<file path="src/rtl/sr_latch_ctrl_pkg.sv">
// Shared types and constants for the SR-latch bank sequencer.
// Holds the FSM state encoding, the op encoding and the default parameter values.
package sr_latch_ctrl_pkg;

   typedef enum logic [2:0] {
      ST_IDLE  = 3'd0,
      ST_SETUP = 3'd1,
      ST_PULSE = 3'd2,
      ST_HOLD  = 3'd3,
      ST_CHECK = 3'd4
   } state_t;

   localparam logic OP_SET = 1'b1;
   localparam logic OP_RST = 1'b0;

   localparam int DEF_NREQ      = 4;
   localparam int DEF_NFLAG     = 8;
   localparam int DEF_FW        = 3;
   localparam int DEF_PULSE_CYC = 2;

endpackage

</file>
<file path="src/rtl/sr_latch_ctrl_rr_arbiter.sv">
// Combinational round-robin arbiter: picks the first active request at or
// after ptr, wrapping, and returns it both one-hot and encoded.
module rr_arbiter #(
   parameter  int NREQ = 4,
   localparam int PW   = (NREQ > 1) ? $clog2(NREQ) : 1
) (
   input  logic [NREQ-1:0] req,
   input  logic [PW-1:0]   ptr,
   output logic [NREQ-1:0] grant,
   output logic [PW-1:0]   winner,
   output logic            valid
);

   logic [PW:0]   sum;
   logic [PW-1:0] cand;

   // NOTE: every signal written here gets a default first, so no latch is inferred.
   always_comb begin
      grant  = '0;
      winner = '0;
      valid  = 1'b0;
      sum    = '0;
      cand   = '0;
      for (int i = 0; i < NREQ; i++) begin
         sum = {1'b0, ptr} + (PW+1)'(i);
         if (sum >= (PW+1)'(NREQ)) sum = sum - (PW+1)'(NREQ);
         cand = sum[PW-1:0];
         if (!valid && req[cand]) begin
            valid  = 1'b1;
            winner = cand;
         end
      end
      grant[winner] = valid;
   end

endmodule

</file>
<file path="src/rtl/sr_latch_ctrl.sv">
// Sequencer/arbiter for a bank of gated SR latches: grants requesters round-robin,
// drives setup/pulse/hold on the shared enable and S/R lines, then reads back and acks.
module sr_latch_ctrl
   import sr_latch_ctrl_pkg::*;
#(
   parameter int NREQ      = DEF_NREQ,
   parameter int NFLAG     = DEF_NFLAG,
   parameter int FW        = DEF_FW,
   parameter int PULSE_CYC = DEF_PULSE_CYC
) (
   input  logic              clk,
   input  logic              rst_n,
   input  logic [NREQ-1:0]   req,
   input  logic [NREQ-1:0]   op,
   input  logic [NREQ*FW-1:0] idx,
   output logic [NREQ-1:0]   ack,
   output logic              err,
   output logic              busy,
   output logic              lat_e,
   output logic [NFLAG-1:0]  lat_s,
   output logic [NFLAG-1:0]  lat_r,
   input  logic [NFLAG-1:0]  q_fb
);

   localparam int PW = (NREQ > 1) ? $clog2(NREQ) : 1;
   localparam int CW = (PULSE_CYC > 1) ? $clog2(PULSE_CYC) : 1;

   state_t            state_q, state_d;
   logic [PW-1:0]     rr_ptr_q, rr_ptr_d;
   logic [NREQ-1:0]   gnt_q, gnt_d;
   logic [CW-1:0]     cnt_q, cnt_d;
   logic              op_q, op_d;
   logic              bad_q, bad_d;
   logic [FW-1:0]     idx_q, idx_d;

   logic [NREQ-1:0]   grant;
   logic [PW-1:0]     win_idx;
   logic              gnt_valid;
   logic [FW-1:0]     idx_sel;
   logic              op_sel;
   logic              q_sel;

   logic [NREQ-1:0]   ack_d;
   logic              err_d, busy_d, lat_e_d;
   logic [NFLAG-1:0]  lat_s_d, lat_r_d;

   rr_arbiter #(.NREQ(NREQ)) u_arb (
      .req    (req),
      .ptr    (rr_ptr_q),
      .grant  (grant),
      .winner (win_idx),
      .valid  (gnt_valid)
   );

   always_comb begin
      idx_sel = '0;
      for (int k = 0; k < NREQ; k++)
         if (PW'(k) == win_idx) idx_sel = idx[k*FW +: FW];
   end

   assign op_sel = op[win_idx];

   always_comb begin
      q_sel = 1'b0;
      for (int f = 0; f < NFLAG; f++)
         if (FW'(f) == idx_d) q_sel = q_fb[f];
   end

   always_comb begin
      state_d  = state_q;
      rr_ptr_d = rr_ptr_q;
      gnt_d    = gnt_q;
      cnt_d    = cnt_q;
      op_d     = op_q;
      bad_d    = bad_q;
      idx_d    = idx_q;
      unique case (state_q)
         ST_IDLE: begin
            if (gnt_valid) begin
               gnt_d    = grant;
               op_d     = op_sel;
               idx_d    = idx_sel;
               rr_ptr_d = (int'(win_idx) == NREQ - 1) ? '0 : win_idx + 1'b1;
               bad_d    = (int'(idx_sel) >= NFLAG);
               state_d  = (int'(idx_sel) >= NFLAG) ? ST_CHECK : ST_SETUP;
            end
         end
         ST_SETUP: begin
            cnt_d   = '0;
            state_d = ST_PULSE;
         end
         ST_PULSE: begin
            if (cnt_q == CW'(PULSE_CYC - 1)) state_d = ST_HOLD;
            else                             cnt_d   = cnt_q + 1'b1;
         end
         ST_HOLD:  state_d = ST_CHECK;
         ST_CHECK: state_d = ST_IDLE;
         default:  state_d = ST_IDLE;
      endcase
   end

   // Outputs are decoded from the next state so they come straight off flops.
   always_comb begin
      lat_e_d = (state_d == ST_PULSE);
      lat_s_d = '0;
      lat_r_d = '0;
      if (state_d inside {ST_SETUP, ST_PULSE, ST_HOLD}) begin
         for (int f = 0; f < NFLAG; f++) begin
            if (FW'(f) == idx_d) begin
               lat_s_d[f] = (op_d == OP_SET);
               lat_r_d[f] = (op_d == OP_RST);
            end
         end
      end
      ack_d  = (state_d == ST_CHECK) ? gnt_d : '0;
      err_d  = (state_d == ST_CHECK) && (bad_d || (q_sel != op_d));
      busy_d = (state_d != ST_IDLE);
   end

   // NOTE: non-blocking assignments so every register updates from pre-edge values.
   always_ff @(posedge clk or negedge rst_n) begin
      if (!rst_n) begin
         state_q  <= ST_IDLE;
         rr_ptr_q <= '0;
         gnt_q    <= '0;
         cnt_q    <= '0;
         op_q     <= 1'b0;
         bad_q    <= 1'b0;
         idx_q    <= '0;
         ack      <= '0;
         err      <= 1'b0;
         busy     <= 1'b0;
         lat_e    <= 1'b0;
         lat_s    <= '0;
         lat_r    <= '0;
      end else begin
         state_q  <= state_d;
         rr_ptr_q <= rr_ptr_d;
         gnt_q    <= gnt_d;
         cnt_q    <= cnt_d;
         op_q     <= op_d;
         bad_q    <= bad_d;
         idx_q    <= idx_d;
         ack      <= ack_d;
         err      <= err_d;
         busy     <= busy_d;
         lat_e    <= lat_e_d;
         lat_s    <= lat_s_d;
         lat_r    <= lat_r_d;
      end
   end

endmodule

</file>
<file path="config.mk">
export PLATFORM = sky130hd
export DESIGN_NAME = sr_latch_ctrl
export DESIGN_NICKNAME = d
export VERILOG_FILES = /design/src/rtl/sr_latch_ctrl_pkg.sv /design/src/rtl/sr_latch_ctrl_rr_arbiter.sv /design/src/rtl/sr_latch_ctrl.sv
export SDC_FILE = /design/constraint.sdc
export NUM_CORES = 1
export LEC_CHECK = 0
export BUFFER_PORTS_ARGS = -buffer_cell sky130_fd_sc_hd__buf_2
export CAP_MARGIN = 10
export CORE_UTILIZATION = 40
export CTS_CLUSTER_DIAMETER = 150
export DETAILED_ROUTE_END_ITERATION = 10
export PLACE_DENSITY = 0.62
export SLEW_MARGIN = 20
export SYNTH_ARGS = -nofsm -noshare
export SYNTH_HDL_FRONTEND = slang
export SYNTH_HIERARCHICAL = 1
export SYNTH_SLANG_ARGS = --single-unit
</file>
<file path="constraint.sdc">
create_clock -name clk -period 4.3 [get_ports clk]
set_input_delay 0.215 -clock clk [delete_from_list [all_inputs] [get_ports clk]]
set_output_delay 0.215 -clock clk [all_outputs]
set_load 0.02 [all_outputs]
</file>
== Word level (Yosys, flattened, before mapping) ==
Cells that the tools add are included.

* Flip-flop bits (word level): 38
* Output and inout bits: 23
* Word-level logic and storage cells: 138
* Input bits: 30

* Multiplexer cells: 69
* Bitwise operators: 2
* Add/subtract/negate cells: 9
* Reduce and logical (&&, ||, !) cells: 16
* Eq/ne operators: 19
* Magnitude comparators: 10

{| class="wikitable"
|+ Operators with widths
! operator !! count
|-
| two-way mux 1 bit || 39
|-
| two-way mux 3 bit || 8
|-
| two-way mux 2 bit || 9
|-
| two-way mux 8 bit || 2
|-
| < comparator 2 x 3 -> 1 bit, second input constant || 5
|-
| equality test 3 x 2 -> 1 bit, second input constant || 4
|-
| equality test 3 bit, first input constant || 4
|-
| two-way mux 4 bit || 3
|-
| case mux 3 bit (4 select lines) || 1
|-
| binary-select mux 1 bit (select 2 bit) || 5
|-
| greater-or-equal comparator 3 bit, second input constant || 3
|-
| subtractor 2 x 1 -> 2 bit, second input constant || 4
|-
| adder 2 x 2 -> 3 bit, second input constant || 2
|-
| equality test 2 x 3 -> 1 bit, first input constant || 2
|-
| equality test 3 x 1 -> 1 bit, second input constant || 2
|-
| logical NOT 3 bit || 2
|-
| nonzero test 3 bit || 2
|-
| logical AND 1 bit || 5
|-
| AND 4 bit || 1
|-
| equality test 2 bit, first input constant || 2
|-
| adder 2 x 1 -> 3 bit, second input constant || 1
|-
| equality test 1 x 3 -> 1 bit, first input constant || 1
|-
| equality test 3 bit, second input constant || 1
|-
| greater-or-equal comparator 2 x 3 -> 1 bit, second input constant || 1
|-
| 14 further kinds || 16
|}

== Logic depth before layout (Yosys ltp) ==
Gate-level depths: netlist of the first run.

* Depth after elaboration: 33
* Mapped depth: 15
* Mapped depth without buffers: 13

== Cells and area by module ==
Netlist of the first run, hierarchy kept.

{| class="wikitable"
|+ Modules (own cells, without submodules)
! module !! area an instance (um^2) !! instances !! cells each !! sequential area each (um^2)
|-
| sr_latch_ctrl || 1614.0 || 1 || 154 || 950.9
|-
| rr_arbiter || 182.7 || 1 || 32 || 0.0
|}

== Worst setup path after synthesis of the first run ==
OpenSTA, ideal clock, no wires.

* Path type: flip-flop to flip-flop
* From: register rr_ptr_q[0]
* To: register err
* Data required time: 4.174 ns
* Setup slack: 1.166 ns
* Path buffers: 1
* Data arrival time: 3.008 ns
* Setup time: 0.126 ns
* Stages on the path, launching flop included: 15
* Period minus slack after synthesis: 3.134 ns
* Cell sequence: dfrtp_1 -> nand2b_2 -> a21oi_1 -> a211oi_2 -> inv_1 -> ha_1 -> or4bb_1 -> a311o_1 -> and2_4 -> buf_6 -> clkinv_4 -> nor3_1 -> o32ai_1 -> nand4_1 -> nor3b_2

* Longest elaborated chain between the ends: 33
* Elaborated cells between the ends (all ways): 75
* Classes of those cells: add/sub (7); order compare (4); eq/ne (12); mux (42); reduce/logical (10)

{| class="wikitable"
|+ Ends and longest elaborated chain
! element !! line !! source
|-
| start: declaration || sr_latch_ctrl.sv:29 || <nowiki>logic [PW-1:0] rr_ptr_q, rr_ptr_d;</nowiki>
|-
| start signal: assignment || sr_latch_ctrl.sv:138 || <nowiki>rr_ptr_q <= rr_ptr_d;</nowiki>
|-
| parallel branches: the longest is 13 deep, another holds adder 2 x 1 -> 3 bit || n/a ||
|-
| two-way mux 2 bit * || sr_latch_ctrl_rr_arbiter.sv:28 || <nowiki>if (!valid && req[cand]) begin</nowiki>
|-
| via win_idx[0] || sr_latch_ctrl.sv:37 || <nowiki>logic [PW-1:0] win_idx;</nowiki>
|-
| logical NOT 2 bit || sr_latch_ctrl.sv:58 || <nowiki>if (PW'(k) == win_idx) idx_sel = idx[k*FW +: FW];</nowiki>
|-
| two-way mux 3 bit (3 in series) || sr_latch_ctrl.sv:58 ||
|-
| two-way mux 3 bit * || sr_latch_ctrl.sv:58 ||
|-
| two-way mux 3 bit * || sr_latch_ctrl.sv:79 || <nowiki>if (gnt_valid) begin</nowiki>
|-
| two-way mux 3 bit * || sr_latch_ctrl.sv:77 || <nowiki>unique case (state_q)</nowiki>
|-
| via idx_d[0] || sr_latch_ctrl.sv:34 || <nowiki>logic [FW-1:0] idx_q, idx_d;</nowiki>
|-
| logical NOT 3 bit || sr_latch_ctrl.sv:66 || <nowiki>if (FW'(f) == idx_d) q_sel = q_fb[f];</nowiki>
|-
| two-way mux 1 bit (7 in series) || sr_latch_ctrl.sv:66 ||
|-
| two-way mux 1 bit * || sr_latch_ctrl.sv:66 ||
|-
| != test 1 bit * || sr_latch_ctrl.sv:116 || <nowiki>err_d = (state_d == ST_CHECK) && (bad_d || (q_sel != op_d));</nowiki>
|-
| logical OR 1 bit * || sr_latch_ctrl.sv:116 ||
|-
| logical AND 1 bit * || sr_latch_ctrl.sv:116 ||
|-
| via err_d || sr_latch_ctrl.sv:44 || <nowiki>logic err_d, busy_d, lat_e_d;</nowiki>
|-
| end signal: assignment || sr_latch_ctrl.sv:145 || <nowiki>err <= err_d;</nowiki>
|-
| end: declaration || sr_latch_ctrl.sv:17 || <nowiki>output logic err,</nowiki>
|}

Mark *: on every way through the listed nets, which the timed path passes. The select of a mux whose other input is x is not followed.
A chain may end at the register's enable or synchronous reset.

== Worst setup path after layout of the first run ==
* From: register rr_ptr_q[0]
* To: register err

* Longest elaborated chain between the ends: 33
* Elaborated cells between the ends (all ways): 75
* Classes of those cells: add/sub (7); order compare (4); eq/ne (12); mux (42); reduce/logical (10)

{| class="wikitable"
|+ Ends and longest elaborated chain
! element !! line
|-
| parallel branches: the longest is 13 deep, another holds adder 2 x 1 -> 3 bit || n/a
|-
| two-way mux 2 bit * || sr_latch_ctrl_rr_arbiter.sv:28
|-
| via win_idx[0] || sr_latch_ctrl.sv:37
|-
| logical NOT 2 bit || sr_latch_ctrl.sv:58
|-
| two-way mux 3 bit (4 in series) || sr_latch_ctrl.sv:58
|-
| two-way mux 3 bit || sr_latch_ctrl.sv:79
|-
| two-way mux 3 bit || sr_latch_ctrl.sv:77
|-
| logical NOT 3 bit || sr_latch_ctrl.sv:66
|-
| two-way mux 1 bit (8 in series) || sr_latch_ctrl.sv:66
|-
| != test 1 bit * || sr_latch_ctrl.sv:116
|-
| logical OR 1 bit * || sr_latch_ctrl.sv:116
|-
| logical AND 1 bit * || sr_latch_ctrl.sv:116
|-
| via err_d || sr_latch_ctrl.sv:44
|}

Marks and branches as above.

==> results of run 1 <==
==> logic make-up (layout without fill, tap and decap cells) <==
| family | Yosys count | in the layout | synth area share, % |
|---|---|---|---|
| adder cells (fa/ha/maj) | 4 | 4 | 2.79 |
| AO/OA/AOI/OAI | 38 | 38 | 14.6 |
| flip-flops | 38 | 38 | 52.9 |
| XOR/XNOR | 1 | 1 | 0.488 |
| buffers and inverters | 17 | 73 | 4.60 |
| multiplexers | 2 | 2 | 1.81 |
| AND/OR/NAND/NOR | 86 | 86 | 22.8 |
==> per-stage QoR <==
step                      area [sq um]  std cells  worst slack, ps  util, %
after floorplan                   1800        186             1170        -
after global placement            2100        286              989     48.5
after detailed placement          2100        286              962     48.5
after CTS                         2190        294              943     50.6
after global routing              2190        294              717     50.6
final                             2190        294              955     50.6
==> synthesized netlist by cell type, types with 2 or more instances <==
master	instances	area, sq um
sky130_fd_sc_hd__dfrtp_1	38	951
sky130_fd_sc_hd__o31ai_1	2	15.0
sky130_fd_sc_hd__nor3_1	5	25.0
sky130_fd_sc_hd__ha_1	4	50.1
sky130_fd_sc_hd__nor2_1	28	105
sky130_fd_sc_hd__nor2b_1	4	25.0
sky130_fd_sc_hd__inv_1	11	41.3
sky130_fd_sc_hd__nand3b_1	2	15.0
sky130_fd_sc_hd__a21oi_2	2	17.5
sky130_fd_sc_hd__buf_2	2	10.0
sky130_fd_sc_hd__a21boi_0	3	22.5
sky130_fd_sc_hd__a21oi_1	11	55.1
sky130_fd_sc_hd__a31oi_1	2	12.5
sky130_fd_sc_hd__nand2b_1	4	25.0
sky130_fd_sc_hd__o21ai_0	5	25.0
sky130_fd_sc_hd__nand2_1	33	124
sky130_fd_sc_hd__a211oi_1	3	22.5
==> placed cells by master (no fill, tap or decap), types with 3 or more instances in the layout <==
cell                       netlist  final
sky130_fd_sc_hd__clkbuf_8        0      6
sky130_fd_sc_hd__a21oi_1        11     11
sky130_fd_sc_hd__a211oi_1        3      3
sky130_fd_sc_hd__nor3_1          5      5
sky130_fd_sc_hd__nor2b_1         4      4
sky130_fd_sc_hd__inv_1          11     11
sky130_fd_sc_hd__nor2_1         28     28
sky130_fd_sc_hd__nand2b_1        4      4
sky130_fd_sc_hd__buf_2           2     52
sky130_fd_sc_hd__ha_1            4      4
sky130_fd_sc_hd__dfrtp_1        38     38
sky130_fd_sc_hd__a21boi_0        3      3
sky130_fd_sc_hd__o21ai_0         5      5
sky130_fd_sc_hd__nand2_1        33     33
==> area by class of cell <==
cell class                      count  area share, %
Tap cell                           52           2.97
Multi-Input combinational cell    131           34.9
Sequential cell                    38           43.5
Timing Repair Buffer               53           12.2
Clock inverter                      1          0.229
Inverter                           12           2.29
Clock buffer                        7           3.95
==> where the power goes <==
group          total [W]  internal (W)  leakage, nW  switching (W)
combinational   0.000797      0.000283        0.605       0.000514
sequential      0.000539      0.000474        0.502      0.0000644
clock           0.000247      0.000129       0.0482       0.000118
==> routing by layer <==
metal,vias to the layer above,GRT usage (%),share of wire (%)
met5,-,0,0
met4,0,5.44,1.4
met3,7,4.82,6.4
met2,53,23.5,43
met1,645,20.0,49
li1,742,-,-
==> state kept, by name (all words and copies together) (netlist names), 2 cells and up <==
name and flops:
state_q 3, rr_ptr_q 2, lat_s 8, gnt_q 4
idx_q 3, ack 4, lat_r 8
==> worst max path at each step <==
stage / from / end / slack, ps
finish: rr_ptr_q[0] / err / 960
global route: rr_ptr_q[0] / err / 720
CTS: rr_ptr_q[0] / err / 940
detailed placement: rr_ptr_q[0] / err / 960
global placement: rr_ptr_q[1] / err / 990
floorplan: rr_ptr_q[0] / err / 1170
==> worst max-delay path, delay by kind of cell (launching register included) <==
family | cells | cell delay (ps)
buf+inv | 1 | 120
compound gates | 6 | 1430
fa+ha+maj | 1 | 290
simple gates | 4 | 960
flops | 1 | 430
==> summary.md, run 1 <==
| Metric | Value |
|---|---|
| Result of the run | complete, no violations |
| Most used flip-flop cell after synthesis | sky130_fd_sc_hd__dfrtp_1 |
| Number of synthesis warnings | 6 |
| Setup Viol. Count Final | 0 |
| Number of design rule violations left after detail routing | 0 |
| Number of buffers inserted during clock tree synthesis | 5 |
| Number of vias after detailed routing | 1447 |
| Number of H-tree levels | 2 |
| Post-Route Skew | 6.87 ps |
| I/O pin cnt | 53 |
| DIE HEIGHT | 69.0 microns |
| Std-Cell Rows | 24 |
| Fraction of layout instances using a drive strength above 1 | 28.1% |
| Total grt overflow | 0 |
| Mapped Avg Cell Area | 9.66 sq um |
| Final-layout fill cell count | 421 |
| Number of antenna violations at the first check in global routing | 0 |
| Initial core utilization | 41.6% |
| Critical path class | flop to flop |
| Tightest Pin Transition | 805 ps |
| Clock slew at the register clock pins of the worst setup and hold paths | 70 ps |
| Count of input and output buffers | 52 |
| Critical path arrival | 3520 ps |
| Detailed-route vias per instance | 4.92 |
| Worst R2R Start | rr_ptr_q[0] |
| Routed wire length | 3440 microns |
| Largest net degree at the start of global routing | 39 |
| Hold crit path type | primary input to async pin |
| Overall Power | 0.00158 W |
| Chip Width | 69.0 microns |
| Number of antenna repair diodes | 0 |
| Maximum count of clock buffers along a single path | 2 |
| First-pass GRT wire length | 5760 microns |
| Type of element launching the critical path | flop |
| Number of nets in the layout | 275 |
| Reg-to-reg slack, setup | 960 ps |
| Upper clock frequency limit | 299 MHz |
| Routed wire per std cell | 11.7 microns |
| Crit path capture type | flop |
| Final weighted congestion of routability-driven global placement | 0.783 |
| Worst path cell trace | nand2b_2 -> a21oi_1 -> a211oi_2 -> inv_1 -> ha_1 -> or4bb_1 -> a311o_1 -> a21boi_0 -> a211oi_1 -> o32ai_1 -> nand4_1 -> nor3b_2 |
| Multi-input gate area in the final layout | 763 sq um |
| Worst supply voltage drop on vdd | 0.340 mV |
| Part of the Yosys area used for sequential elements | 52.9% |
| Number of search-and-repair iterations in the first detailed-routing pass | 4 |
| Number of distinct library cells after synthesis | 44 |
| Ratio of total power to cell area | 723 nW/um^2 |
| Sequential cell area | 951 sq um |
| Total routing usage reported by global routing | 15.2% |
| Syn-to-layout area delta | 21.8% |
| Headroom to the max-slew limit | 46.3% |
| Post-synthesis cell count | 186 |
| Total of flip-flops plus latches after synthesis | 38 |
| Max stage delay cell, worst path | sky130_fd_sc_hd__or4bb_1 |
| TritonCTS clock tree | built |
| Clock insertion delay at the later pin of the skew report | 290 ps |
| Ys async rst share | 100% |
| Hold Violations, Final | 0 |
| Total half-perimeter wirelength after legalization and detailed placement | 2570 microns |
| Required arrival time at the worst endpoint | 4470 ps |
| Shortest period the worst path allows | 3340 ps |
| Number of synthesized flops with an enable pin | 0 |
| Reported leakage power | 1.16 nW |
| Number of violations reported at the end of detailed-routing iteration 0 | 56 |
| Die area | 4760 sq um |
| RSZ-0062 raised after global routing | no |
| Pins Over Slew Limit | 0 |
| Hold_ws | 17.1 ps |
| Cells on worst reg2reg path | 12 |
| R2r endpoint | err |
| TNS Setup | 0 ps |
| Synthesized netlist net count | 220 |
| Cells resized by post-CTS repair | 0 |
| Max Fanout on Critical Path | 8 |
| Largest stage delay on the critical path | 490 ps |
| Netlist area before placement | 1800 sq um |
| Fraction of the cycle the final worst path needs | 77.8% |
| Count of max-cap constraint violations | 0 |
| Number of buffers inserted by post-CTS setup repair | 0 |
| Vias in the first global route | 1300 |
| Core area | 4320 sq um |
| Final ANT Viol Nets | 0 |
| # hold bufs at CTS | 0 |
| Clk sinks | 38 |
| Cell chosen for the clock root | sky130_fd_sc_hd__clkbuf_8 |
No activity file was read; power rests on OpenSTA's default activity.
==> run 2: changes to the inputs <==
Settings changed: ABC_AREA set to 1, PLACE_DENSITY 0.62 to 0.61.
Clock period 4.3 ns to 3.3 ns, I/O delays scaled along.
==> summary.md, run 2 <==
| Metric | Value |
|---|---|
| Result of the run | finished, violations left |
| Violations in the final reports | negative hold slack |
| Fraction of layout instances using a drive strength above 1 | 36.4% |
| Hold_ws | -21.9 ps |
| Syn-to-layout area delta | 22.2% |
| Clock insertion delay at the later pin of the skew report | 280 ps |
| Max Fanout on Critical Path | 11 |
| Total grt overflow | 0 |
| Hold crit path type | primary input to async pin |
| Count of input and output buffers | 52 |
| Final weighted congestion of routability-driven global placement | 0.834 |
| Most frequent standard cell in the layout excluding fill and tap cells | sky130_fd_sc_hd__nand2_1 |
| Clk sinks | 38 |
| Part of the Yosys area used for sequential elements | 44.7% |
| Std-Cell Rows | 26 |
| Cells on worst reg2reg path | 25 |
| Shortest period the worst path allows | 3000 ps |
| Number of violations reported at the end of detailed-routing iteration 0 | 88 |
| Type of element launching the critical path | flop |
| Hold Violations, Final | 38 |
| Endpoint of the most critical setup path | err |
| Fraction of the cycle the final worst path needs | 90.9% |
| Number of synthesized flops with an enable pin | 0 |
| Launch point of the critical path | rr_ptr_q[0] |
| Library cell with the highest instance count after synthesis | sky130_fd_sc_hd__nand2_1 |
| Number of antenna repair diodes | 0 |
| Die area | 5620 sq um |
| Largest net degree at the start of global routing | 39 |
| Post-Route Skew | 6.27 ps |
| Detailed-route vias per instance | 4.44 |
| Number of buffers inserted during clock tree synthesis | 5 |
| Total of flip-flops plus latches after synthesis | 38 |
| Fraction of the core area covered by cells at the end of the flow | 51.0% |
| Total routing usage reported by global routing | 14.9% |
| Clock slew at the register clock pins of the worst setup and hold paths | 70 ps |
| R2r endpoint | err |
| I/O pin cnt | 53 |
| Number of distinct library cells after synthesis | 30 |
| Worst R2R Start | rr_ptr_q[0] |
| Most used flip-flop cell after synthesis | sky130_fd_sc_hd__dfrtp_1 |
| Core area | 5110 sq um |
| Most frequent cells in the layout | 75 x sky130_fd_sc_hd__nand2_1, 52 x sky130_fd_sc_hd__buf_2, 38 x sky130_fd_sc_hd__dfrtp_1 |
| Post-synthesis cell count | 260 |
| Total half-perimeter wirelength after legalization and detailed placement | 3090 microns |
| DIE HEIGHT | 75.0 microns |
| Critical path class | flop to flop |
| Pins Over Slew Limit | 0 |
| Most frequent cells after synthesis | 75 x sky130_fd_sc_hd__nand2_1, 38 x sky130_fd_sc_hd__dfrtp_1, 33 x sky130_fd_sc_hd__nor2_1, 26 x sky130_fd_sc_hd__inv_1, 16 x sky130_fd_sc_hd__nand3_1 |
| Initial core utilization | 41.7% |
| Synthesized netlist net count | 294 |
| Maximum count of clock buffers along a single path | 2 |
| Setup Viol. Count Final | 0 |
| Final ANT Viol Nets | 0 |
| Cell chosen for the clock root | sky130_fd_sc_hd__clkbuf_8 |
| # hold bufs at CTS | 0 |
| Chip Width | 75.0 microns |
| Headroom to the max-slew limit | 44.5% |
| Post-synth top area cell | sky130_fd_sc_hd__dfrtp_1 |
| Number of synthesis warnings | 6 |
| Number of vias after detailed routing | 1735 |
| First-pass GRT wire length | 6310 microns |
| Area contributors post-synth | sky130_fd_sc_hd__dfrtp_1 45%, sky130_fd_sc_hd__nand2_1 13%, sky130_fd_sc_hd__nor2_1 5.8% |
| Number of design rule violations left after detail routing | 0 |
| Count of max-cap constraint violations | 0 |
| Crit path capture type | flop |
| Number of H-tree levels | 2 |
| Top Registers | lat_r x8, lat_s x8 |
| Ys async rst share | 100% |
| Area fraction of the dominant cell type after synthesis | 44.7% |
| Netlist area before placement | 2130 sq um |
| Mapped Avg Cell Area | 8.19 sq um |
| Tightest Pin Transition | 833 ps |
| Upper clock frequency limit | 333 MHz |
| Vias in the first global route | 1472 |
| Number of nets in the layout | 354 |
| Routed wire per std cell | 10.5 microns |
| Reg-to-reg slack, setup | 300 ps |
| Number of search-and-repair iterations in the first detailed-routing pass | 4 |
| Required arrival time at the worst endpoint | 3470 ps |
| Critical path arrival | 3170 ps |
| Routed wire length | 4110 microns |
| Number of antenna violations at the first check in global routing | 0 |
| TritonCTS clock tree | built |
-- run 2: kinds of logic (layout without fill, tap and decap cells) --
logic type,after synthesis,in the layout,synth area share [%]
and+or+nand+nor,164,164,39.5
adders and majority gates,4,4,2.35
buffers and inverters,39,100,8.58
AOI/OAI and AO/OA,15,15,4.88
DFF,38,38,44.7
-- run 2: worst min-delay path by stage --
stage	start	end	slack, ps
finish	rst_n	lat_r[3]	-20
global route	rst_n	lat_s[2]	40
CTS	rst_n	lat_r[0]	10
detailed placement	rst_n	lat_s[3]	320
global placement	rst_n	lat_r[3]	320
floorplan	rst_n	ack[0]	-130
-- run 2: layout make-up --
class	instances	area, sq um
fillers	514	2500
flip-flops and latches	38	951
clock buffers	7	86.3
multi-input cells	183	1020
repair buffers	56	303
inverters	36	151
clock inverters	1	5.00
well taps	70	87.6
-- run 2: per-layer routing --
layer	global-route usage, %	up-vias	wire (microns)
li1	-	923	-
met1	21.4	767	2030
met2	22.3	39	1810
met3	3.48	6	207
met4	4.40	0	51
met5	0	-	0
-- run 2: worst max-delay path, cell delays in order (launching register included) --
cell,delay (ps)
sky130_fd_sc_hd__dfrtp_1,360
sky130_fd_sc_hd__buf_4,180
sky130_fd_sc_hd__inv_8,90
sky130_fd_sc_hd__nand2_1,80
sky130_fd_sc_hd__nand2_4,100
sky130_fd_sc_hd__nand2_1,60
sky130_fd_sc_hd__nand2_1,80
sky130_fd_sc_hd__nand2_1,70
sky130_fd_sc_hd__nand3_1,110
sky130_fd_sc_hd__nand3_2,130
sky130_fd_sc_hd__inv_4,100
sky130_fd_sc_hd__inv_1,70
sky130_fd_sc_hd__ha_1,230
sky130_fd_sc_hd__nand3_1,90
sky130_fd_sc_hd__nand2_1,50
sky130_fd_sc_hd__nand2_1,50
sky130_fd_sc_hd__nand2_1,80
sky130_fd_sc_hd__a21oi_4,200
sky130_fd_sc_hd__buf_12,150
sky130_fd_sc_hd__nor2_2,50
sky130_fd_sc_hd__a21oi_2,130
sky130_fd_sc_hd__nand4_2,130
sky130_fd_sc_hd__nand3_1,90
sky130_fd_sc_hd__nand2_1,50
sky130_fd_sc_hd__nor2_1,90
sky130_fd_sc_hd__nor2_1,50
-- run 2: stage by stage --
| step | instance area, sq um | setup slack [ps] | TNS (ps) | hold WS (ps) | std cells |
|---|---|---|---|---|---|
| 2_1_floorplan | 2130 | 528 | 0 | -131 | 260 |
| 3_3_place_gp | 2450 | 277 | 0 | 316 | 380 |
| 3_5_place_dp | 2450 | 148 | 0 | 321 | 380 |
| 4_1_cts | 2540 | 131 | 0 | 10.4 | 388 |
| 5_1_grt | 2600 | -1.49 | -1.49 | 41.2 | 391 |
| 6_report | 2600 | 300 | 0 | -21.9 | 391 |
-- run 2: timing repair --
action                     in CTS  in global routing
setup endpoints to repair       0                  1
hold endpoints to repair        0                  0
buffers inserted                0                  3
resized for setup               0                  7
Power of run 2 is left out: the tool's default activity adds up to more than one toggle a clock period on the data nets, which glitch-free logic cannot reach.
==> run 3: changes to the inputs <==
Settings changed: CORE_UTILIZATION 40 to 48, PLACE_DENSITY 0.61 to 0.72, SYNTH_HIERARCHICAL 1 to unset.
==> summary.md, run 3 <==
| Metric | Value |
|---|---|
| Result of the run | finished, violations left |
| Violations in the final reports | design-rule violations |
| Sequential cell area | 952 sq um |
| Multi-input gate area in the final layout | 995 sq um |
| Count of max-cap constraint violations | 0 |
| Number of synthesis warnings | 0 |
| Max Fanout on Critical Path | 8 |
| Hold crit path type | primary input to flop |
| Shortest period the worst path allows | 3230 ps |
| Tightest Pin Transition | 804 ps |
| Most frequent standard cell in the layout excluding fill and tap cells | sky130_fd_sc_hd__nand2_1 |
| Type of element launching the critical path | flop |
| Post-Route Skew | 8.60 ps |
| TritonCTS clock tree | built |
| Number of violations reported at the end of detailed-routing iteration 0 | 87 |
| Synthesized netlist net count | 272 |
| Most used flip-flop cell after synthesis | sky130_fd_sc_hd__dfrtp_1 |
| Max stage delay cell, worst path | sky130_fd_sc_hd__dfrtp_2 |
| Top Registers | lat_r x8, lat_s x8 |
| Number of buffers inserted during clock tree synthesis | 5 |
| Largest stage delay on the critical path | 440 ps |
| Mapped Avg Cell Area | 8.34 sq um |
| Required arrival time at the worst endpoint | 3490 ps |
| Global-route met3 utilization | 5.17% |
| Fraction of the cycle the final worst path needs | 98.0% |
| Upper clock frequency limit | 309 MHz |
| Most frequent cells after synthesis | 62 x sky130_fd_sc_hd__nand2_1, 38 x sky130_fd_sc_hd__dfrtp_1, 29 x sky130_fd_sc_hd__inv_1, 22 x sky130_fd_sc_hd__nor2_1, 14 x sky130_fd_sc_hd__nand3_1 |
| Die area | 4400 sq um |
| Largest net degree at the start of global routing | 39 |
| Maximum count of clock buffers along a single path | 2 |
| First-pass GRT wire length | 7000 microns |
| Total of flip-flops plus latches after synthesis | 38 |
| Ys async rst share | 100% |
| Total routing usage reported by global routing | 21.6% |
| Critical path class | flop to flop |
| Std-Cell Rows | 23 |
| Final ANT Viol Nets | 0 |
| Fraction of layout instances using a drive strength above 1 | 42.6% |
| Vias in the first global route | 1603 |
| Critical path arrival | 3420 ps |
| Busiest metal layer after global routing | met2 |
| Number of distinct library cells after synthesis | 29 |
| Number of synthesized flops with an enable pin | 0 |
| Area contributors post-synth | sky130_fd_sc_hd__dfrtp_1 48%, sky130_fd_sc_hd__nand2_1 12%, sky130_fd_sc_hd__inv_1 5.5% |
| Cell chosen for the clock root | sky130_fd_sc_hd__clkbuf_8 |
| DIE HEIGHT | 66.3 microns |
| Number of search-and-repair iterations in the first detailed-routing pass | 7 |
| Number of nets in the layout | 345 |
| Routed wire length | 4900 microns |
| Number of design rule violations left after detail routing | 2 |
| Initial core utilization | 50.0% |
| I/O pin cnt | 53 |
| Routed wire per std cell | 13.5 microns |
| Part of the Yosys area used for sequential elements | 47.9% |
| Number of vias after detailed routing | 1833 |
| Hold Violations, Final | 0 |
| TNS Setup | 0 ps |
| Met1 GRT Util | 24.8% |
| Final-layout fill cell count | 333 |
| Setup Viol. Count Final | 0 |
| Netlist area before placement | 1980 sq um |
| Crit path capture type | flop |
| Detailed-route vias per instance | 5.06 |
| Number of antenna violations at the first check in global routing | 0 |
| Number of H-tree levels | 2 |
| Clock slew at the register clock pins of the worst setup and hold paths | 80 ps |
| Clk sinks | 38 |
| Headroom to the max-slew limit | 46.4% |
| Count of input and output buffers | 52 |
| Most frequent cells in the layout | 53 x sky130_fd_sc_hd__nand2_1, 52 x sky130_fd_sc_hd__buf_2, 37 x sky130_fd_sc_hd__dfrtp_1 |
| Total half-perimeter wirelength after legalization and detailed placement | 3150 microns |
| Clock insertion delay at the later pin of the skew report | 300 ps |
| Met2 Track Usage GR | 38.0% |
| Hold_ws | 263 ps |
| Library cell with the highest instance count after synthesis | sky130_fd_sc_hd__nand2_1 |
| Total grt overflow | 0 |
| Core area | 3970 sq um |
| Number of antenna repair diodes | 0 |
| Area fraction of the dominant cell type after synthesis | 47.9% |
| Final weighted congestion of routability-driven global placement | 0.854 |
| Post-synthesis cell count | 238 |
| Syn-to-layout area delta | 36.5% |
| Pins Over Slew Limit | 0 |
| Post-synth top area cell | sky130_fd_sc_hd__dfrtp_1 |
| Most used cell along the critical path | sky130_fd_sc_hd__nand2_2 |
| Chip Width | 66.3 microns |
==> run 3: changes by cell type after synthesis, moves of 4 or more <==
cell	delta
sky130_fd_sc_hd__inv_2	-4
sky130_fd_sc_hd__nand2_1	-13
sky130_fd_sc_hd__nand3_2	-5
sky130_fd_sc_hd__nand4_1	+6
sky130_fd_sc_hd__nor2_1	-11
sky130_fd_sc_hd__nor2_2	-7
sky130_fd_sc_hd__nor3_1	+5
sky130_fd_sc_hd__o21ai_0	+6
==> run 3: worst max-delay path, delay by kind of cell, from the launching register on <==
family                     cells  cell delay [ps]
and+or+nand+nor               17             1420
buffers and inverters          7              740
DFF                            1              440
AOI/OAI and AO/OA              3              350
adders and majority gates      1              180
==> run 3: path summary, 6_finish.rpt <==
check | start | endpoint | slack, ps | cells after the start
setup / recovery | rr_ptr_q[0] | err | 70 | 28
hold / removal | q_fb[7] | err | 260 | 6
setup reg to reg | rr_ptr_q[0] | err | 70 | 28
hold reg to reg | bad_q | bad_q | 480 | 2
max in group asynchronous | rst_n | rr_ptr_q[0] | 2230 | 2
min in group asynchronous | rst_n | ack[2] | 500 | 2
==> run 3: final cells by class <==
cell class | instances | share of cell area, %
Multi-Input combinational cell | 163 | 36.7
Sequential cell | 38 | 35.2
Timing Repair Buffer | 69 | 15.0
Inverter | 34 | 5.54
Clock buffer | 6 | 3.05
Tap cell | 50 | 2.31
Clock inverter | 2 | 2.22
==> run 3: cells by family after synthesis <==
family	synth area share (%)
DFF	47.9
and+or+nand+nor	33.9
adders and majority gates	2.52
buffers and inverters	9.02
AOI/OAI and AO/OA	6.68
==> run 3: repair_timing <==
item                       CTS  global route
gates cloned                 0             1
resized for setup            1            45
setup buffers                0            13
hold endpoints to repair    38             0
setup endpoints to repair    1             7
hold buffers                 1             0
pin swaps                    0            24
==> run 3: metrics by stage <==
step / setup slack [ps] / util, % / cells / area [sq um]
2_1_floorplan: 212 / - / 238 / 1980
3_3_place_gp: -44.8 / 57.6 / 339 / 2290
3_5_place_dp: -37.0 / 57.6 / 339 / 2290
4_1_cts: 43.9 / 61.5 / 348 / 2440
5_1_grt: -139 / 68.2 / 362 / 2710
6_report: 65.2 / 68.2 / 362 / 2710
==> run 3: routing by layer <==
layer	vias to the layer above	wire length, microns
met4	0	163
met1	872	2040
met2	50	2500
li1	896	-
met3	15	194
met5	-	0
Power of run 3 is left out for the same reason.
